==> src/rtl/beatmap_sequencer_pkg.sv <==
// Shared types and defaults for the beatmap sequencer: the FSM state enum,
// default geometry/rate parameters and the lane-mask type.
package rr_beat_pkg;

  localparam int ADDR_W_DEF         = 3;
  localparam int NOTE_W_DEF         = 8;
  localparam int TICKS_PER_BEAT_DEF = 25000000;

  typedef enum logic [1:0] {
    IDLE = 2'd0,
    PLAY = 2'd1,
    DONE = 2'd2
  } state_t;

  typedef logic [NOTE_W_DEF-1:0] lane_mask_t;

endpackage

==> src/rtl/beatmap_sequencer_if.sv <==
// Bus between the sequencer and its environment: game FSM controls, the
// beatmap ROM address/data pair, note outputs, status and a state view.
//
// Handshake: start/stop are single-cycle pulses and pause is a level, all
// sampled on the rising clock edge; note_valid is a one-cycle strobe that
// marks the cycle in which notes took a new value. There is no back-pressure.
interface beatmap_sequencer_if #(
  parameter int ADDR_W = 3,
  parameter int NOTE_W = 8
);
  import rr_beat_pkg::*;

  logic              start;
  logic              pause;
  logic              stop;
  logic [ADDR_W-1:0] rom_addr;
  logic [NOTE_W-1:0] rom_data;
  logic [NOTE_W-1:0] notes;
  logic              note_valid;
  logic              busy;
  logic              done;
  state_t            state;

  modport master (
    input  start, pause, stop, rom_data,
    output rom_addr, notes, note_valid, busy, done, state
  );

  modport slave (
    output start, pause, stop, rom_data,
    input  rom_addr, notes, note_valid, busy, done, state
  );

endinterface

==> src/rtl/beatmap_sequencer_tick_gen.sv <==
// beat_tick_gen: pausable beat-rate counter. Counts 0..TICKS_PER_BEAT-1 while
// enabled and unpaused, and raises tick for the one cycle the count sits at
// its terminal value. clear forces the count to zero and suppresses the tick.
module beat_tick_gen #(
  parameter int TICKS_PER_BEAT = 25000000
) (
  input  logic clk,
  input  logic reset,
  input  logic clear,
  input  logic enable,
  input  logic pause,
  output logic tick
);

  localparam int CNT_W = $clog2(TICKS_PER_BEAT);
  localparam logic [CNT_W-1:0] LAST = CNT_W'(TICKS_PER_BEAT - 1);

  logic [CNT_W-1:0] count;
  logic             advance;

  assign advance = enable && !pause && !clear;
  assign tick    = advance && (count == LAST);

  // Count register: cleared, held while paused, wraps to zero after the last tick.
  always_ff @(posedge clk or posedge reset) begin
    if (reset) begin
      count <= '0;
    end else if (clear) begin
      count <= '0;
    end else if (advance) begin
      count <= (count == LAST) ? '0 : count + CNT_W'(1);
    end
  end

endmodule

==> src/rtl/beatmap_sequencer.sv <==
// beatmap_sequencer: plays one level by stepping the beatmap ROM address at a
// fixed beat rate and presenting each beat's lane mask with a one-cycle strobe.
// Optional build macro BEATMAP_LOOP_EN: after the last beat the address wraps
// to zero and playback continues until stop (DONE is never entered).
module beatmap_sequencer
  import rr_beat_pkg::*;
#(
  parameter int ADDR_W         = ADDR_W_DEF,
  parameter int NOTE_W         = NOTE_W_DEF,
  parameter int TICKS_PER_BEAT = TICKS_PER_BEAT_DEF
) (
  input  logic                clk,
  input  logic                reset,
  beatmap_sequencer_if.master bus
);

  localparam logic [ADDR_W-1:0] ADDR_MAX = {ADDR_W{1'b1}};

  state_t            state, state_d;
  logic [ADDR_W-1:0] addr_q, addr_d;
  logic [NOTE_W-1:0] notes_q, notes_d;
  logic              nv_q, nv_d;
  logic              tick;
  logic              tick_clear;

  // The counter only runs in PLAY; stop has to win over a terminal count.
  assign tick_clear = bus.stop || (state != PLAY);

  beat_tick_gen #(
    .TICKS_PER_BEAT (TICKS_PER_BEAT)
  ) u_tick (
    .clk    (clk),
    .reset  (reset),
    .clear  (tick_clear),
    .enable (state == PLAY),
    .pause  (bus.pause),
    .tick   (tick)
  );

  // State and datapath registers.
  always_ff @(posedge clk or posedge reset) begin
    if (reset) begin
      state   <= IDLE;
      addr_q  <= '0;
      notes_q <= '0;
      nv_q    <= 1'b0;
    end else begin
      state   <= state_d;
      addr_q  <= addr_d;
      notes_q <= notes_d;
      nv_q    <= nv_d;
    end
  end

  // Next-state and next-datapath logic; stop overrides everything else.
  always_comb begin
    state_d = state;
    addr_d  = addr_q;
    notes_d = notes_q;
    nv_d    = 1'b0;
    if (bus.stop) begin
      state_d = IDLE;
      addr_d  = '0;
      notes_d = '0;
    end else begin
      case (state)
        IDLE, DONE: begin
          if (bus.start) begin
            state_d = PLAY;
            addr_d  = '0;
          end
        end
        PLAY: begin
          if (tick) begin
            notes_d = bus.rom_data;
            nv_d    = 1'b1;
            if (addr_q != ADDR_MAX) begin
              addr_d = addr_q + ADDR_W'(1);
            end else begin
`ifdef BEATMAP_LOOP_EN
              addr_d = '0;
`else
              state_d = DONE;
`endif
            end
          end
        end
        default: begin
          state_d = IDLE;
          addr_d  = '0;
          notes_d = '0;
        end
      endcase
    end
  end

  assign bus.rom_addr   = addr_q;
  assign bus.notes      = notes_q;
  assign bus.note_valid = nv_q;
  assign bus.busy       = (state == PLAY);
  assign bus.done       = (state == DONE);
  assign bus.state      = state;

endmodule
==> src/flat_wrapper.sv <==
// flat-port wrapper written by rule: the top's interface ports become plain ports
module beatmap_sequencer_flat import rr_beat_pkg::*;
#(
  parameter int ADDR_W         = ADDR_W_DEF,
  parameter int NOTE_W         = NOTE_W_DEF,
  parameter int TICKS_PER_BEAT = TICKS_PER_BEAT_DEF
)
  (clk, reset, bus_start, bus_pause, bus_stop, bus_rom_data, bus_rom_addr, bus_notes, bus_note_valid, bus_busy, bus_done, bus_state);
  beatmap_sequencer_if #(.ADDR_W(ADDR_W), .NOTE_W(NOTE_W)) bus_i ();
  input  logic clk;
  input  logic reset;
  input wire logic [$bits(bus_i.start)-1:0] bus_start;
  input wire logic [$bits(bus_i.pause)-1:0] bus_pause;
  input wire logic [$bits(bus_i.stop)-1:0] bus_stop;
  input wire logic [$bits(bus_i.rom_data)-1:0] bus_rom_data;
  output wire logic [$bits(bus_i.rom_addr)-1:0] bus_rom_addr;
  output wire logic [$bits(bus_i.notes)-1:0] bus_notes;
  output wire logic [$bits(bus_i.note_valid)-1:0] bus_note_valid;
  output wire logic [$bits(bus_i.busy)-1:0] bus_busy;
  output wire logic [$bits(bus_i.done)-1:0] bus_done;
  output wire logic [$bits(bus_i.state)-1:0] bus_state;
  assign bus_i.start = bus_start;
  assign bus_i.pause = bus_pause;
  assign bus_i.stop = bus_stop;
  assign bus_i.rom_data = bus_rom_data;
  assign bus_rom_addr = bus_i.rom_addr;
  assign bus_notes = bus_i.notes;
  assign bus_note_valid = bus_i.note_valid;
  assign bus_busy = bus_i.busy;
  assign bus_done = bus_i.done;
  assign bus_state = bus_i.state;
  beatmap_sequencer #(.ADDR_W(ADDR_W), .NOTE_W(NOTE_W), .TICKS_PER_BEAT(TICKS_PER_BEAT)) u_core (.clk(clk), .reset(reset), .bus(bus_i));
endmodule
==> config.mk <==
export PLATFORM = sky130hd
export DESIGN_NAME = beatmap_sequencer_flat
export DESIGN_NICKNAME = d
export VERILOG_FILES = /design/src/rtl/beatmap_sequencer_pkg.sv /design/src/rtl/beatmap_sequencer_if.sv /design/src/rtl/beatmap_sequencer_tick_gen.sv /design/src/rtl/beatmap_sequencer.sv /design/src/flat_wrapper.sv
export SDC_FILE = /design/constraint.sdc
export NUM_CORES = 1
export LEC_CHECK = 0
export CAP_MARGIN = 5
export CORE_MARGIN = 3
export CORE_UTILIZATION = 49
export DETAILED_ROUTE_END_ITERATION = 6
export PLACE_DENSITY = 0.76
export REMOVE_ABC_BUFFERS = 1
export SYNTH_ARGS = -nofsm -noshare
export SYNTH_HDL_FRONTEND = slang
export SYNTH_HIERARCHICAL = 1
export SYNTH_SLANG_ARGS = --single-unit
==> constraint.sdc <==
create_clock -name clk -period 2 [get_ports clk]
set_input_delay 0.4 -clock clk [delete_from_list [all_inputs] [get_ports clk]]
set_output_delay 0.4 -clock clk [all_outputs]
set_load 0.02 [all_outputs]
==> impl_metrics.json, run 1 <==
{
  "cts_max_level": 2,
  "cellLeakagePower_nw": 1.231,
  "cp.required_ns": 2.19,
  "power_density_nw_per_um2": 590.8,
  "finalSetupViolations": 0,
  "skew_ns": 0.003177,
  "maxCapViolations": 0,
  "hpwl_um": 3968,
  "cts_tree": "built",
  "min_path_type": "input pin to async pin",
  "min_period_over_period": 0.9422,
  "die_h_um": 72.93,
  "vias_per_cell": 6.319,
  "slowest_delay_ns": 0.43,
  "grt_util_all_layers": 0.2414,
  "async_flop_share": 1.000,
  "clock_path_buffers": 2,
  "fmax_mhz": 530.7,
  "cp_max_fo": 6,
  "io_buffers": 28,
  "drtIter0Drc": 251,
  "seq_area_frac_synth": 0.4447,
  "finalNetCount": 300,
  "wire_per_inst_um": 18.27,
  "antennaDiodeCount": 0,
  "max-vdd-ir-drop_v": 0.0003372,
  "io_pins": 29,
  "die_w_um": 72.93,
  "grt_pass1_wl_um": 9901,
  "crit_path_end_kind": "register",
  "netlist_area_um2": 2195,
  "min_period_ns": 1.884,
  "critPathKind": "register to register",
  "status": "finished clean",
  "synth_flop_cell": "dfrtp_1",
  "cts_buffers": 5,
  "cp_common_cell": "and3_1",
  "utilization": 0.6897,
  "firstDrtPassIters": 5,
  "hold_viol": 0,
  "place_congestion": 0.9092,
  "root_buffer": "clkbuf_8",
  "synthCells": 232,
  "rr_worst_depth": 6,
  "grt_overflow_total": 0,
  "cp-start-kind": "register",
  "area_growth_pct": 31.13,
  "layout-drive-gt1-share": 0.2070,
  "worst_path_dominant_cell_family": "simple AND/OR/NAND/NOR gates",
  "synth_seq_cells": 39,
  "netlist-cell-type-count": 52,
  "relSlewSlack": 0.5905,
  "postRouteAntennaNets": 0,
  "start_util": 0.5259,
  "tightestPinTransition_ns": 0.6136,
  "worstPathCellList": "ha_4 > and3_1 > and3_1 > nand4_1 > a21o_1 > a22o_1",
  "antenna_found_initial": 0,
  "rows": 23,
  "critPathSlowestCell": "dfrtp_1",
  "drc": 0,
  "die-area_um2": 5318,
  "routed_wirelength_um": 6119,
  "worst-path-buf-inv": 0,
  "finish.instance_area_um2": 2878,
  "grt_max_degree": 35,
  "most-common-layout-cells": "39 x dfrtp_1, 29 x buf_4, 26 x clkdlybuf4s50_1",
  "path_depth": 6,
  "synth_edf_count": 0,
  "final_common_cell": "dfrtp_1",
  "cts.sinks": 39,
  "vias": 2117,
  "worstSkewPairLatency_ns": 0.29,
  "postPlaceCellArea_um2": 2659,
  "yosys_warnings": 6,
  "path_clk_slew_ns": 0.08,
  "power_mw": 1.700,
  "grt_pass1_vias": 1960,
  "arrival_ns": 2.07,
  "coreArea_um2": 4173,
  "drv_slew": 0,
  "syn_avg_cell_area_um2": 9.460
}
==> per-layer routing <==
metal	global-route usage	wire length (µm)	vias up
met5	0	0	-
met4	0.09836	175	0
met3	0.03994	359	21
met2	0.3677	2921	90
met1	0.3415	2663	1025
li1	-	-	981
==> final timing paths <==
path	slack, ns	from	end
max in group asynchronous	1.10	reset	u_core/bus.state[1]
setup reg to reg	0.12	u_core/u_tick/count[0]	u_core/u_tick/count[18]
min in group clk	0.54	u_core/bus.notes[7]	u_core/bus.notes[7]
hold reg to reg	0.54	u_core/bus.notes[7]	u_core/bus.notes[7]
hold / removal	0.48	reset	u_core/u_tick/count[20]
setup / recovery	0.12	u_core/u_tick/count[0]	u_core/u_tick/count[18]
==> power breakdown <==
| part | switching (mW) | internal, mW |
|---|---|---|
| clock | 0.300 | 0.498 |
| sequential | 0.00173 | 0.789 |
| combinational | 0.0644 | 0.0473 |
==> synthesized netlist by cell type (all sizes together), types with 2 or more instances <==
library cell  number  area share
nand2             24       0.042
a32o               2      0.0091
nor4               3       0.015
ha                 3       0.017
and4               4       0.019
o311ai             2      0.0080
mux2i              3       0.014
o21ai             14       0.032
nand3             12       0.027
a31oi             14       0.040
nor2b              2      0.0057
and2               3      0.0086
a21oi             12       0.027
nor3               2      0.0097
xor2               2      0.0080
a22o               2      0.0080
nor4b              3       0.015
nor2              19       0.032
dfrtp             39        0.44
a32oi              2      0.0080
nand4             13       0.040
inv                6       0.010
clkbuf             3      0.0051
buf               10       0.034
and3               7       0.021
a22oi              7       0.024
nand2b             4       0.011
==> layout make-up <==
class	count	area, µm²
fill	324	1295
multi-input combinational	174	1165
sequential	39	975.9
timing repair buffer	58	515.5
clock buffer	5	68.82
clock inverter	3	67.56
tap	50	62.56
inverter	6	22.52
==> state kept, by name, summed over array words and instances, names as in the netlist <==
name	cells
u_core/bus.note_valid	1
u_core/bus.state	2
u_core/bus.notes	8
u_core/u_tick/count	25
u_core/bus.rom_addr	3
==> worst reg2reg max path, cell delays in order, from the launching register on <==
cell,delay (ns)
dfrtp_1,0.43
ha_4,0.18
and3_1,0.23
and3_1,0.36
nand4_1,0.17
a21o_1,0.20
a22o_1,0.22
==> logic make-up (layout without fill, tap and decap cells) <==
group | count (synthesis) | after routing | share of synthesized area
and+or+nand+nor | 103 | 103 | 0.2754
AOI/OAI and AO/OA | 63 | 63 | 0.1916
DFF | 39 | 39 | 0.4447
buffers and inverters | 19 | 72 | 0.04960
adders and majority gates | 3 | 3 | 0.01711
muxes | 3 | 3 | 0.01368
xor gates and xnor gates | 2 | 2 | 0.007983
==> stage by stage <==
stage                     std cells  hold slack, ns  setup slack (ns)  TNS [ns]
final                           335          0.4819            0.1156         0
after global routing            335          0.5133          -0.01354  -0.03477
after CTS                       331          0.4969           0.02217         0
after detailed placement        323          0.5179           -0.2017    -1.796
after global placement          323          0.5034          -0.09735   -0.8490
after floorplan                 219          0.2892           -0.1849    -2.770
==> what timing repair did <==
action / 4_1_cts / 5_1_grt
resized for setup: 3 / 13
pin swaps: 0 / 4
hold buffers: 0 / 0
setup buffers: 0 / 4
setup endpoints to repair: 6 / 34
No activity file was read; power rests on OpenSTA's default activity.
==> inputs of run 2 (changes only) <==
--- a/config.mk
+++ b/config.mk
@@ -9,6 +9,7 @@
 export CORE_MARGIN = 3
 export CORE_UTILIZATION = 49
 export DETAILED_ROUTE_END_ITERATION = 6
+export HOLD_SLACK_MARGIN = 0.1
 export PLACE_DENSITY = 0.76
 export REMOVE_ABC_BUFFERS = 1
 export SYNTH_ARGS = -nofsm -noshare
==> results of run 2 <==
No change in the layout: final DEF, timing and power equal those of run 1.
==> inputs of run 3 (changes only) <==
--- a/config.mk
+++ b/config.mk
@@ -9,6 +9,7 @@
 export CORE_MARGIN = 3
 export CORE_UTILIZATION = 49
 export DETAILED_ROUTE_END_ITERATION = 6
+export GPL_ROUTABILITY_DRIVEN = 0
 export HOLD_SLACK_MARGIN = 0.1
 export PLACE_DENSITY = 0.76
 export REMOVE_ABC_BUFFERS = 1
==> results of run 3 <==
No change in the layout: final DEF, timing and power equal those of run 1.
